### config.mk
export PLATFORM = sky130hd
export DESIGN_NAME = down_counter_ctrl_flat
export DESIGN_NICKNAME = d
export VERILOG_FILES = /design/src/rtl/down_counter_ctrl_pkg.sv /design/src/rtl/down_counter_ctrl_if.sv /design/src/rtl/down_counter_ld.sv /design/src/rtl/down_counter_ctrl.sv /design/src/flat_wrapper.sv
export SDC_FILE = /design/constraint.sdc
export NUM_CORES = 1
export LEC_CHECK = 0
export CORE_AREA = 2 2 49 51
export DETAILED_ROUTE_END_ITERATION = 10
export DIE_AREA = 0 0 51 53
export GPL_TIMING_DRIVEN = 1
export PLACE_DENSITY = 0.79
export SYNTH_ARGS = -nofsm -noshare
export SYNTH_HDL_FRONTEND = slang
export SYNTH_SLANG_ARGS = --single-unit
### constraint.sdc
create_clock -name clk -period 2.1 [get_ports clk]
set_input_delay 0.63 -clock clk [delete_from_list [all_inputs] [get_ports clk]]
set_output_delay 0.63 -clock clk [all_outputs]
set_load 0.01 [all_outputs]
### src/rtl/down_counter_ctrl_pkg.sv
// down_counter_ctrl_pkg: shared state encoding and default widths
package down_counter_ctrl_pkg;
  localparam int WIDTH_DEF  = 4;
  localparam int PCNT_W_DEF = 8;
  typedef enum logic [1:0] {IDLE = 2'b00, RUN = 2'b01, PAUSED = 2'b10} state_t;
endpackage

### src/rtl/down_counter_ctrl_if.sv
// down_counter_ctrl_if: control strobes and status bundle for the counter controller
interface down_counter_ctrl_if import down_counter_ctrl_pkg::*; #(
  parameter int WIDTH  = WIDTH_DEF,
  parameter int PCNT_W = PCNT_W_DEF
);
  logic [WIDTH-1:0]  load_val;
  logic              start;
  logic              pause;
  logic              abort;
  logic              auto_reload;
  logic [WIDTH-1:0]  count;
  logic              busy;
  logic              done;
  logic [PCNT_W-1:0] periods;
  modport master (output load_val, start, pause, abort, auto_reload, input count, busy, done, periods);
  modport slave  (input load_val, start, pause, abort, auto_reload, output count, busy, done, periods);
endinterface

### src/rtl/down_counter_ld.sv
// down_counter_ld: loadable down counter datapath, load beats decrement
module down_counter_ld #(
  parameter int WIDTH = 4
) (
  input  logic             clk,
  input  logic             rst,
  input  logic             ld,
  input  logic [WIDTH-1:0] ld_val,
  input  logic             en,
  output logic [WIDTH-1:0] q
);
  // load has priority; decrement only when enabled
  always_ff @(posedge clk or negedge rst)
    if (!rst) q <= '0;
    else q <= ld ? ld_val : en ? q - 1'b1 : q;
endmodule

### src/rtl/down_counter_ctrl.sv
// down_counter_ctrl: sequencing FSM with reload and period tally around down_counter_ld
module down_counter_ctrl import down_counter_ctrl_pkg::*; #(
  parameter int WIDTH  = WIDTH_DEF,
  parameter int PCNT_W = PCNT_W_DEF
) (
  input  logic                clk,
  input  logic                rst,
  down_counter_ctrl_if.slave  bus
);
  state_t            state, nxt;
  logic [WIDTH-1:0]  reload_reg, ld_val;
  logic [PCNT_W-1:0] periods;
  logic              ld, en, go, tc;
  down_counter_ld #(.WIDTH(WIDTH)) u_cnt (
    .clk    (clk),
    .rst    (rst),
    .ld     (ld),
    .ld_val (ld_val),
    .en     (en),
    .q      (bus.count)
  );
  // terminal cycle is suppressed by abort, so abort never produces done
  assign tc           = state == RUN && bus.count == '0 && !bus.abort;
  assign bus.done     = tc;
  assign bus.busy     = state != IDLE;
  assign bus.periods  = periods;
  // next state and datapath controls: abort > terminal > pause > start
  always_comb begin
    nxt    = state;
    ld     = 1'b0;
    ld_val = reload_reg;
    en     = 1'b0;
    go     = 1'b0;
    case (state)
      IDLE: if (bus.start) begin
        nxt    = RUN;
        ld     = 1'b1;
        ld_val = bus.load_val;
        go     = 1'b1;
      end
      RUN:
        if (bus.count == '0) begin
          nxt = bus.auto_reload ? RUN : IDLE;
          ld  = bus.auto_reload;
        end else if (bus.pause) nxt = PAUSED;
        else en = 1'b1;
      PAUSED: nxt = bus.start ? RUN : PAUSED;
      default: nxt = IDLE;
    endcase
    if (bus.abort) begin
      nxt    = IDLE;
      ld     = 1'b1;
      ld_val = '0;
      en     = 1'b0;
      go     = 1'b0;
    end
  end
  // state, reload value and saturating period tally
  always_ff @(posedge clk or negedge rst)
    if (!rst) begin
      state      <= IDLE;
      reload_reg <= '0;
      periods    <= '0;
    end else begin
      state      <= nxt;
      reload_reg <= go ? bus.load_val : reload_reg;
      periods    <= go ? '0 : (tc && periods != '1) ? periods + 1'b1 : periods;
    end
endmodule

### src/flat_wrapper.sv
// flat-port wrapper written by rule: the top's interface ports become plain ports
module down_counter_ctrl_flat import down_counter_ctrl_pkg::*;
#(
  parameter int WIDTH  = WIDTH_DEF,
  parameter int PCNT_W = PCNT_W_DEF
)
  (clk, rst, bus_load_val, bus_start, bus_pause, bus_abort, bus_auto_reload, bus_count, bus_busy, bus_done, bus_periods);
  down_counter_ctrl_if #(.WIDTH(WIDTH), .PCNT_W(PCNT_W)) bus_i ();
  input  logic clk;
  input  logic rst;
  input wire logic [$bits(bus_i.load_val)-1:0] bus_load_val;
  input wire logic [$bits(bus_i.start)-1:0] bus_start;
  input wire logic [$bits(bus_i.pause)-1:0] bus_pause;
  input wire logic [$bits(bus_i.abort)-1:0] bus_abort;
  input wire logic [$bits(bus_i.auto_reload)-1:0] bus_auto_reload;
  output wire logic [$bits(bus_i.count)-1:0] bus_count;
  output wire logic [$bits(bus_i.busy)-1:0] bus_busy;
  output wire logic [$bits(bus_i.done)-1:0] bus_done;
  output wire logic [$bits(bus_i.periods)-1:0] bus_periods;
  assign bus_i.load_val = bus_load_val;
  assign bus_i.start = bus_start;
  assign bus_i.pause = bus_pause;
  assign bus_i.abort = bus_abort;
  assign bus_i.auto_reload = bus_auto_reload;
  assign bus_count = bus_i.count;
  assign bus_busy = bus_i.busy;
  assign bus_done = bus_i.done;
  assign bus_periods = bus_i.periods;
  down_counter_ctrl #(.WIDTH(WIDTH), .PCNT_W(PCNT_W)) u_core (.clk(clk), .rst(rst), .bus(bus_i));
endmodule
==> results.ini <==
[routing]
route.detailed.drc = 0
dr.pass1.iters = 4
drt_wl_total_mm = 2.46
viasPerCell = 5.43
first_iter_violations = 21
via_count = 966
drtAntennaViolNets = 0
routedWlPerCell_um = 13.8

[clock_network]
clockBufferDepth = 2
clock-sinks = 18
cts_max_level = 1
clockRootBuffer = clkbuf_4
clkTransAtPathRegs_ns = 0.10
numCtsBuffers = 3
clock_latency_ns = 0.29
cts_tree = done
hold_buffers = 0

[pwr]
p_sw_share_pct = 30.0
p_comb_share_pct = 36.3
seqPwrFrac_pct = 42.3
power.switching_mw = 0.297
vdd_ir_drop_max_v = 0.000463
clockPowerShare_pct = 21.4
p_int_mw = 0.694
powerDensity_mw_per_mm2 = 665
power.total_mw = 0.992
leakagePower_nw = 0.658

[grt]
grt_use_total_pct = 18.9
grt_pass1_vias = 927
grt_pass1_wl_mm = 3.82
antenna_found_initial = 0
grt_overflow = 0
grt_start_max_net_pins = 19

[critical_path]
worstSetupStartpointType = register
rr_startpoint = u_core.u_cnt.q[1]
critical_path.top_delay_family = buffers and inverters
crit_slowest_cell = clkdlybuf4s50_1
critPathKind = register to output pin
worstPathArrival_ns = 1.40
path_cells = buf_4 > buf_4 > clkdlybuf4s50_1
crit_path_frequent_cell = buf_4
worstPathRequired_ns = 1.47
worst_setup_path_end_kind = output pin
cpPeakStageDelay_ns = 0.46
r2r_slack_ns = 0.21
worstPathMaxFanout = 2
r2r.worst_path.cells = 7
critPathBufInv = 3
r2r-end = u_core.bus.periods[7]
cp.depth = 3

[worst_hold_path]
hold_start = u_core.reload_reg[0]
min_path_type = register to register
holdPathStages = 2
hold-path-endpoint = u_core.reload_reg[0]

[sta]
skew_ns = 0.00972
slew_headroom_pct = 77.7
clock.fmax_mhz = 492
rsz0062_at_grt = false
finalMaxSlewViolations = 0
setup_viol = 0
fin_ws_ns = 0.0676
period_share_pct = 96.8
finalCriticalPeriod_ns = 2.03
worst_pin_slew_ns = 0.332
holdWs_ns = 0.478
finalHoldViolations = 0

[floorplan]
die_w_um = 51
die_y_um = 53
io_pins = 24
design.die.area_mm2 = 0.00270
rows = 17
start_util_pct = 47.0
core_mm2 = 0.00215

[final_layout]
fin_util_pct = 69.4
multiInputGateArea_um2 = 543
drive_gt1_share_pct = 24.0
final_cell_mix = buf_4 (21), clkdlybuf4s50_1 (20), nand2_1 (18), dfrtp_1 (18), a211oi_1 (7)
nNetsFinal = 163
diodes = 0
ff_latch_area_um2 = 450
largest_reg_flops = 8
fillers = 157
mostFrequentLayoutCell = buf_4
syn_to_final_growth_pct = 47.7

[placed_design]
dpl_worst_slack_ns = -0.347
dp_hpwl_mm = 1.74
portBuffers = 23
gp_congestion = 0.728

[synth]
yosysSeqAreaShare_pct = 44.6
ys_async_sr_fraction_pct = 100
yosys_warnings = 0
syn_avg_cell_area_um2 = 9.71
synth-edff-count = 0
syn_inst = 104
ys_types = 36
synth_fp_nets = 116
ys_seq_elements = 18
synth_area_mm2 = 0.00101
ys.flop_type = dfrtp_1

[run]
drv_cap = 0

[outcome]
status = finished, final reports clean

==> how the worst max path moves through the flow <==
| stage | start | to | slack, ns |
|---|---|---|---|
| 3_5_place_dp | bus_abort | bus_done | -0.35 |
| 2_1_floorplan | u_core.u_cnt.q[0] | u_core.bus.periods[3] | 0.28 |
| 3_3_place_gp | bus_abort | bus_done | -0.30 |
| 4_1_cts | bus_abort | bus_done | 0.02 |
| 5_1_grt | u_core.u_cnt.q[1] | bus_done | 0.008 |
| 6_report | u_core.u_cnt.q[0] | bus_count[0] | 0.07 |
==> worst reg2reg max path, delay by kind of cell, from the launching register on <==
| kind | cells | cell delay (ns) |
|---|---|---|
| compound gates | 2 | 0.34 |
| simple gates | 2 | 0.71 |
| flops | 1 | 0.39 |
| buf+inv | 2 | 0.25 |
| fa+ha+maj | 1 | 0.13 |
==> synthesized netlist by cell type (2+ instances only) <==
cell	instances	area share, %
xor2_1	2	1.7
nand2_1	18	6.7
ha_1	2	2.5
o31ai_1	5	3.7
inv_1	5	1.9
dfrtp_1	18	45
a211oi_1	7	5.2
buf_2	2	0.99
nand3_1	4	2.0
or4_1	4	3.0
nor2b_1	4	2.5
a311oi_1	2	1.7
nor2_1	4	1.5
a21oi_1	5	2.5
==> layout make-up <==
| class | count | area share [%] |
|---|---|---|
| Timing Repair Buffer | 45 | 27.3 |
| Sequential cell | 18 | 30.2 |
| Multi-Input combinational cell | 78 | 36.4 |
| Inverter | 5 | 1.26 |
| Tap cell | 28 | 2.35 |
| Clock buffer | 4 | 2.43 |
==> cells by family (layout without fill, tap and decap cells) <==
family | count (synthesis) | in the layout | synth area share [%]
DFF | 18 | 18 | 44.6
AOI/OAI and AO/OA | 24 | 24 | 18.0
xor gates and xnor gates | 3 | 3 | 2.60
adders and majority gates | 2 | 2 | 2.48
and+or+nand+nor | 47 | 47 | 26.3
buffers and inverters | 8 | 54 | 3.97
muxes | 2 | 2 | 2.11
==> routing by layer <==
layer	up-vias	wire length, um	global-route usage (%)
met5	-	0	0
met1	449	1100	22.5
met3	6	97	2.54
met2	32	1210	34.0
met4	0	49	8.11
li1	479	-	-
==> power groups by stage <==
stage	clock, mW	combinational, mW	sequential, mW
global placement	0	0.318	0.425
global route	0.226	0.393	0.425
finish	0.212	0.360	0.420
detailed placement	0	0.326	0.429
floorplan	0	0.150	0.437
CTS	0.216	0.343	0.419
==> metrics by stage <==
| step | instance area (um2) | instances | TNS, ns |
|---|---|---|---|
| after floorplan | 1010 | 104 | 0 |
| after detailed placement | 1400 | 170 | -0.830 |
| after global routing | 1490 | 178 | 0 |
| final | 1490 | 178 | 0 |
| after CTS | 1460 | 177 | 0 |
| after global placement | 1400 | 170 | -0.506 |
==> what timing repair did <==
action                     in CTS  in global routing
gates resized for setup         5                  7
pin swaps                       1                  1
setup endpoints to repair       2                  4
buffers inserted                3                  1
Note: power is estimated with default switching activity, not from simulation.
